[src/rtl/data_cache_pkg.sv]
// Shared types and address-split helpers for the direct-mapped write-through data cache.
package data_cache_pkg;

    typedef enum logic {IDLE, FILL} cache_state_t;

    localparam int unsigned OffsetBits = 2;

    // Helpers work on a 64-bit zero-extended address so any WIDTH up to 64 fits.
    function automatic logic [63:0] index_of(input logic [63:0] addr, input int unsigned sets);
        return (addr >> OffsetBits) & 64'(sets - 1);
    endfunction

    function automatic logic [63:0] tag_of(input logic [63:0] addr, input int unsigned sets);
        return addr >> (OffsetBits + $clog2(sets));
    endfunction

endpackage

[src/rtl/data_cache_store.sv]
// Line storage: valid bits with asynchronous clear, tag and data arrays without reset.
module data_cache_store import data_cache_pkg::*; #(
    parameter int unsigned WIDTH = 32,
    parameter int unsigned SETS  = 8,
    parameter int unsigned IB    = $clog2(SETS),
    parameter int unsigned TagW  = WIDTH - OffsetBits - IB
) (
    input  logic             clk,
    input  logic             rst,
    input  logic [IB-1:0]    rd_idx_i,
    output logic             rd_valid_o,
    output logic [TagW-1:0]  rd_tag_o,
    output logic [WIDTH-1:0] rd_data_o,
    input  logic             wr_en_i,
    input  logic [IB-1:0]    wr_idx_i,
    input  logic [TagW-1:0]  wr_tag_i,
    input  logic [WIDTH-1:0] wr_data_i
);

    logic [SETS-1:0]  valid_q;
    logic [TagW-1:0]  tag_q  [SETS];
    logic [WIDTH-1:0] data_q [SETS];

    always_ff @(posedge clk or posedge rst) begin
        if (rst) begin
            valid_q <= '0;
        end else if (wr_en_i) begin
            valid_q[wr_idx_i] <= 1'b1;
        end
    end

    always_ff @(posedge clk) begin
        if (wr_en_i) begin
            tag_q[wr_idx_i]  <= wr_tag_i;
            data_q[wr_idx_i] <= wr_data_i;
        end
    end

    assign rd_valid_o = valid_q[rd_idx_i];
    assign rd_tag_o   = tag_q[rd_idx_i];
    assign rd_data_o  = data_q[rd_idx_i];

endmodule

[src/rtl/data_cache.sv]
// Direct-mapped write-through, no-write-allocate word cache with a two-state read-miss fill.
// Optional read hit/miss counters are built when DATA_CACHE_STATS_EN is defined.
module data_cache import data_cache_pkg::*; #(
    parameter int unsigned WIDTH = 32,
    parameter int unsigned SETS  = 8
) (
    input  logic             clk,
    input  logic             rst,
    input  logic             Cache_RE,
    input  logic             Cache_WE,
    input  logic [WIDTH-1:0] Cache_addr,
    input  logic [WIDTH-1:0] Cache_WD,
    output logic [WIDTH-1:0] Cache_RD,
    output logic             stall,
    output logic [WIDTH-1:0] Mem_addr,
    output logic             Mem_WE,
    output logic [WIDTH-1:0] Mem_WD,
    input  logic [WIDTH-1:0] Mem_RD,
    output logic [31:0]      hit_count,
    output logic [31:0]      miss_count
);

    localparam int unsigned IB   = $clog2(SETS);
    localparam int unsigned TagW = WIDTH - OffsetBits - IB;

    cache_state_t     state_q, state_d;
    logic [WIDTH-1:0] addr_q, addr_d;
    logic             retry_q, retry_d;

    logic [IB-1:0]    req_idx, fill_idx, st_wr_idx;
    logic [TagW-1:0]  req_tag, fill_tag, st_wr_tag;
    logic [WIDTH-1:0] st_wr_data, line_data;
    logic [TagW-1:0]  line_tag;
    logic             line_valid, hit, st_we;

    assign req_idx  = IB'(index_of(64'(Cache_addr), SETS));
    assign req_tag  = TagW'(tag_of(64'(Cache_addr), SETS));
    assign fill_idx = IB'(index_of(64'(addr_q), SETS));
    assign fill_tag = TagW'(tag_of(64'(addr_q), SETS));

    data_cache_store #(
        .WIDTH (WIDTH),
        .SETS  (SETS),
        .IB    (IB),
        .TagW  (TagW)
    ) u_store (
        .clk        (clk),
        .rst        (rst),
        .rd_idx_i   (req_idx),
        .rd_valid_o (line_valid),
        .rd_tag_o   (line_tag),
        .rd_data_o  (line_data),
        .wr_en_i    (st_we),
        .wr_idx_i   (st_wr_idx),
        .wr_tag_i   (st_wr_tag),
        .wr_data_i  (st_wr_data)
    );

    assign hit = line_valid && (line_tag == req_tag);

    always_ff @(posedge clk or posedge rst) begin
        if (rst) begin
            state_q <= IDLE;
            addr_q  <= '0;
            retry_q <= 1'b0;
        end else begin
            state_q <= state_d;
            addr_q  <= addr_d;
            retry_q <= retry_d;
        end
    end

    always_comb begin
        state_d = state_q;
        addr_d  = addr_q;
        // A fill always returns to IDLE, so the flag lives for exactly one IDLE cycle.
        retry_d = (state_q == FILL);
        unique case (state_q)
            IDLE: begin
                if (Cache_RE && !Cache_WE && !hit) begin
                    state_d = FILL;
                    addr_d  = Cache_addr;
                end
            end
            FILL: state_d = IDLE;
            default: state_d = IDLE;
        endcase
    end

    always_comb begin
        stall      = 1'b0;
        Mem_WE     = 1'b0;
        Mem_addr   = {Cache_addr[WIDTH-1:OffsetBits], 2'b00};
        Mem_WD     = Cache_WD;
        Cache_RD   = line_data;
        st_we      = 1'b0;
        st_wr_idx  = req_idx;
        st_wr_tag  = req_tag;
        st_wr_data = Cache_WD;
        unique case (state_q)
            IDLE: begin
                if (Cache_WE) begin
                    Mem_WE = 1'b1;
                    st_we  = hit;
                end else if (Cache_RE && !hit) begin
                    stall = 1'b1;
                end
            end
            FILL: begin
                stall      = 1'b1;
                Mem_addr   = {addr_q[WIDTH-1:OffsetBits], 2'b00};
                st_we      = 1'b1;
                st_wr_idx  = fill_idx;
                st_wr_tag  = fill_tag;
                st_wr_data = Mem_RD;
            end
            default: ;
        endcase
        // Reset is asynchronous, so the outputs must drop without waiting for a clock.
        if (rst) begin
            stall  = 1'b0;
            Mem_WE = 1'b0;
            st_we  = 1'b0;
        end
    end

`ifdef DATA_CACHE_STATS_EN
    logic [31:0] hit_q, miss_q;
    logic        count_hit, count_miss;

    assign count_hit  = (state_q == IDLE) && Cache_RE && !Cache_WE && hit && !retry_q;
    assign count_miss = (state_q == IDLE) && Cache_RE && !Cache_WE && !hit;

    always_ff @(posedge clk or posedge rst) begin
        if (rst) begin
            hit_q  <= '0;
            miss_q <= '0;
        end else begin
            if (count_hit)  hit_q  <= hit_q + 32'd1;
            if (count_miss) miss_q <= miss_q + 32'd1;
        end
    end

    assign hit_count  = hit_q;
    assign miss_count = miss_q;
`else
    assign hit_count  = 32'd0;
    assign miss_count = 32'd0;
`endif

endmodule

[config.mk]
export PLATFORM = sky130hd
export DESIGN_NAME = data_cache
export DESIGN_NICKNAME = d
export VERILOG_FILES = /design/src/rtl/data_cache_pkg.sv /design/src/rtl/data_cache_store.sv /design/src/rtl/data_cache.sv
export SDC_FILE = /design/constraint.sdc
export NUM_CORES = 1
export LEC_CHECK = 0
export ABC_AREA = 1
export CORE_MARGIN = 10
export CORE_UTILIZATION = 30
export CTS_BUF_LIST = sky130_fd_sc_hd__clkbuf_4
export DETAILED_ROUTE_END_ITERATION = 8
export PLACE_DENSITY = 0.53
export SETUP_SLACK_MARGIN = 0.1
export SLEW_MARGIN = 20
export SYNTH_ARGS = -nofsm -noshare
export SYNTH_HDL_FRONTEND = slang
export SYNTH_SLANG_ARGS = --single-unit
[constraint.sdc]
create_clock -name clk -period 9.4 [get_ports clk]
set_input_delay 1.88 -clock clk [delete_from_list [all_inputs] [get_ports clk]]
set_output_delay 1.88 -clock clk [all_outputs]
set_load 0.03 [all_outputs]
# --- Word level (Yosys, flattened, before mapping) ---
# Memories as Yosys holds them, arrays and structs flattened.
# Index checks and enable logic that the tools add are counted.
word_totals:
  word_cells: 41
  memories: 2
  reg_bits: 41
  ram_bits: 472
  romBits: 0
  out_inout_bits: 162
  latchBits: 0
memory_table:
  columns: ["name", "words", "width", "read_ports", "rd_clocked_by_memory_dff", "write_ports", "line_no", "text"]
  rows:
  - ["u_store.data_q", 8, 32, 1, 0, 1, "data_cache_store.sv:22", "logic [WIDTH-1:0] data_q [SETS];"]
  - ["u_store.tag_q", 8, 27, 1, 0, 1, "data_cache_store.sv:21", "logic [TagW-1:0] tag_q [SETS];"]
classes:
  bitwise: 2
  reduce_logical: 8
  muxes: 22
  multipliers: 0
  div: 0
  n_shift: 0
  addsub: 0
  magnitude_cmp: 3
  n_eq_ne: 1
ops:
  columns: ["cell", "count"]
  rows:
  - ["$mux 32", 2]
  - ["$eq 27x27->1", 1]
  - ["$mux 27", 1]
  - ["$mux 1", 13]
  - ["$lt 3x4->1 const B", 2]
  - ["$or 8x8->8", 1]
  - ["$pmux 1 s2", 3]
  - ["$logic_and 1x1->1", 5]
  - ["$bmux 1 s3", 1]
  - ["$demux 1 s3", 1]
  - ["$ge 3x1->1 const B", 1]
  - ["$mux 3", 1]
  - ["$logic_not 1->1", 2]
  - ["$reduce_and 2->1", 1]
  - ["$not 1->1", 1]

# --- Logic depth before layout (Yosys ltp) ---
depth:
  depth_word: 9
  depth_mapped: 20
  mapped_depth_nobuf: 17

# --- Modules after synthesis ---
# A second synthesis with hierarchy kept.
hier_totals:
  cells_unflattened: 2654
  area_unflattened_um2: 24280.8
modules_own_cells:
  columns: ["module", "cells_each", "instances", "area_each_um2"]
  rows:
  - ["data_cache_store", 2101, 1, 20973.9]
  - ["data_cache", 553, 1, 3306.9]

# --- Least setup slack after synthesis ---
# Ideal clock, no wire load.
synth_timing:
  kind: "in2out"
  from: "in Cache_addr[2]"
  to: "out Cache_RD[25]"
  arrival_time_ps: 3760
  required_ps: 7520
  stages: 11
  slack_ps: 3760
  path_buffers: 6
  path_cell_list: "buf_4 -> inv_2 -> buf_6 -> buf_4 -> buf_2 -> buf_2 -> clkbuf_1 -> nor2_1 -> o22ai_1 -> nor2_1 -> a31oi_1"
synth_via:
  elab_chain_len: 1
synth_lines:
  columns: ["element", "line_no", "text"]
  rows:
  - ["from (decl)", "data_cache.sv:11", "input logic [WIDTH-1:0] Cache_addr,"]
  - ["$mem_v2 8x32", null, null]
  - ["to (decl)", "data_cache.sv:13", "output logic [WIDTH-1:0] Cache_RD,"]
# No other way between the ends.

# --- Worst setup path in the final report ---
layout_timing:
  from: "in Cache_addr[2]"
  to: "out stall"
layout_via:
  elab_chain_len: 9
  word_cells_on_any_way: 11
  cone_classes: "eq/ne: 1; mux: 6; reduce/logical: 3; memory: 1"
layout_lines:
  columns: ["element", "line_no", "text"]
  rows:
  - ["$mem_v2 8x27 or $bmux 1 s3 (tied branches)", null, null]
  - ["$eq 27x27->1 or $mux 1 (tied branches)", "data_cache.sv:59, data_cache_store.sv:39", null]
  - ["$logic_and 1x1->1 (*)", "data_cache.sv:59", "assign hit = line_valid && (line_tag == req_tag);"]
  - ["$logic_not 1->1 (*)", "data_cache.sv:105", "end else if (Cache_RE && !hit) begin"]
  - ["$logic_and 1x1->1 (*)", "data_cache.sv:105", null]
  - ["$mux 1 (*)", "data_cache.sv:105", null]
  - ["$mux 1 (*)", "data_cache.sv:102", "if (Cache_WE) begin"]
  - ["$pmux 1 s2 (*)", "data_cache.sv:100", "unique case (state_q)"]
  - ["$mux 1 (*)", "data_cache.sv:120", "if (rst) begin"]
  - ["to (decl)", "data_cache.sv:14", "output logic stall,"]
# Every way passes the cells marked *; elsewhere a longest branch is shown, timed or not. The select of a mux whose other input is x is not followed.

==> run metrics <==
status finished, final reports clean; Die Height 294 microns; cell breakdown of the critical path buf_6, buf_12, nand2_1, nand3_1, nand3_1, nand3_1, nand2_1, nor2_1, nand2_1, nor2_1, nand2_1, nor2_2, inv_2, nand2_1, a21oi_1, clkdlybuf4s50_1; Buffers on Ports 193; Worst Path Class, Setup input pin to output port; Synth-to-Final Area Change 19.0%; initial antenna violation count 2; via count 16000; clock root buffer clkbuf_4; critical path startpoint category input pin; FF+latch area 15200 sq um; post-DP HPWL 35.5 mm; slew margin rel. 27.2%; Worst-Margin Slew 1.08 ns; post-route minimum period 7.27 ns; Compound-Gate Fraction of Synth Area 5.56%; Fin Clk Skew 0.0582 ns; die span in x 294 microns; CP required 7.52 ns; Clock H-tree levels 4; largest net degree at the start of global routing 149; synth warn 0; Clock Latency Late Sink 0.99 ns; gp weighted congestion 0.762; maximum vdd drop 84.7 uV; CTS Hold Bufs 0; final-report hold violation count 0; crit-path most repeated cell nand2_1; die area 86700 sq um; pwr/cell area 196 nW/um^2; period utilization 77.4%; clock-pin slew on the worst setup and hold paths 0.04 ns; Slew Viols, Final 0; CP max-delay cell clkdlybuf4s50_1; GR Util All Layers 14.6%; Leak 0.0107 uW; max-cap violation count 0; WL/cell 18.4 microns; mux cell area share after synthesis 0%; RSZ-0062 raised after global routing no; Synth Register Bits 511; Final WS setup 2.13 ns; Buf+Inv Stages, Crit Path 4; vias per cell 4.60; Fmax 138 MHz; CP max FO 148; CP Capture Type output port; drt drc 0; DRT iter0 DRCs 1042; I/O pin count 262; postcts setup bufs 0; simple-gate share of the synthesized area 18.3%; layout cell share with drive strength beyond 1 11.5%; Congestion Overflow GR 0; critical path's top delay family buffers and inverters; Detail Route Antenna Nets 0; num rows 100; HP Class flip-flop to flip-flop; area share of fa/ha/maj cells after synthesis 0%; worst-case clock buffer depth 3; Post-Synthesis Cells 2189; xor/xnor share of the synthesized area 0%; Final #Nets 2503; Cell Area, Synth 22600 sq um; slowest stage delay, CP 0.61 ns; worst endpoint data arrival time 5.39 ns; core box area 74600 sq um; footprint of the multi-input gates 5640 sq um; TritonCTS Buffers 146; Initial Utilization 30.3%; main combinational cell family by area after synthesis simple AND/OR/NAND/NOR gates; Post-Place Worst Slack 2.22 ns; Mapped Avg Cell Area 10.3 sq um; first-pass GRT wire length 95.5 mm; number of global-route vias before repair 15900; Final TNS setup 0 ns; 1st-pass router iterations 5; cts repair resizes 0; sequential-to-total area share from yosys stat 67.0%; Clock Sinks 511; number of fill cells 7360; Netlist cell types 24; routed wire length 64.1 mm; final setup violation count 0; CTS tree built
registers in the layout, summed over array words and instances, names as in the netlist:
register,flops
addr_q,30
u_store.tag_q,216
u_store.data_q,256
u_store.valid_q,8
retry_d,1
area by class of cell:
class	count	area share (%)
timing repair buffer	218	7.97
sequential	511	56.3
antenna	6	0.0558
clock inverter	36	1.03
inverter	204	2.89
multi-input combinational	1322	21.0
clock buffer	223	6.23
tap	969	4.51
final timing paths:
path | startpoint | end | slack, ns | depth (start not counted)
max | Cache_addr[2] | stall | 2.13 | 16
min | u_store.valid_q[2]$_DFFE_PP0P_ | u_store.valid_q[2]$_DFFE_PP0P_ | 0.45 | 2
max reg2reg | retry_d$_DFF_PP0_ | u_store.tag_q[2][12]$_DFFE_PP_ | 5.45 | 7
min reg2reg | u_store.valid_q[2]$_DFFE_PP0P_ | u_store.valid_q[2]$_DFFE_PP0P_ | 0.45 | 2
max in group asynchronous | rst | retry_d$_DFF_PP0_ | 7.39 | 3
min in group asynchronous | rst | addr_q[18]$_DFFE_PP0P_ | 1.45 | 3
report_power, final:
group / internal [uW] / total, uW / switching (uW)
sequential: 2550 / 2560 / 15.2
combinational: 169 / 557 / 388
clock: 1190 / 2150 / 957
total: 3910 / 5270 / 1360
metal layers:
layer  track usage [%]  up-vias  wire [microns]
li1                  -     7693               -
met2              23.0      578           29600
met4              5.69        0            1290
met3              5.07      110            5480
met5                 0        -               0
met1              18.1     7661           27700
Yosys cell counts, drive strengths merged:
master | n | share of area (%)
a21oi | 6 | 0.13
a31oi | 32 | 0.89
buf | 149 | 4.6
clkbuf | 68 | 1.1
conb | 1 | 0.017
dfrtp | 39 | 4.3
edfxtp | 472 | 63
inv | 204 | 3.4
nand2 | 560 | 9.3
nand3 | 162 | 3.6
nand4 | 30 | 0.83
nor2 | 266 | 4.4
o21ai | 165 | 3.7
o22ai | 32 | 0.89
or2 | 3 | 0.083
metrics by stage:
stage	cells	cell area, sq um	util, %	power, uW	hold WS (ns)
after floorplan	2254	22800	-	2980	0.419
after global placement	3224	24900	33.4	3170	0.431
after detailed placement	3224	24900	33.4	3170	0.434
after CTS	3483	26900	36.0	5350	0.448
after global routing	3489	26900	36.1	5540	0.474
final	3489	26900	36.1	5270	0.449
tightest hold or removal path: stages (launching register included):
cell and delay, ns:
dfrtp_1 0.32, inv_1 0.04, nand2_1 0.05
cells in the final DEF, fill, tap and decap left out, drive strengths merged:
cell	instances
nand2	560
edfxtp	472
nor2	266
clkbuf	223
inv	205
clkdlybuf4s50	191
o21ai	165
nand3	162
conb	66
dfrtp	39
a31oi	32
o22ai	32
nand4	30
buf	27
clkinv	26
diode	6
a21oi	6
clkinvlp	5
bufinv	4
or2	3
cells by family (layout without fill, tap and decap cells):
group,count (synthesis),in the layout
flip-flops,511,511
other,1,72
buffers and inverters,421,681
AO/OA/AOI/OAI,235,235
AND/OR/NAND/NOR,1021,1021
Power figures use the tool's default switching activity.
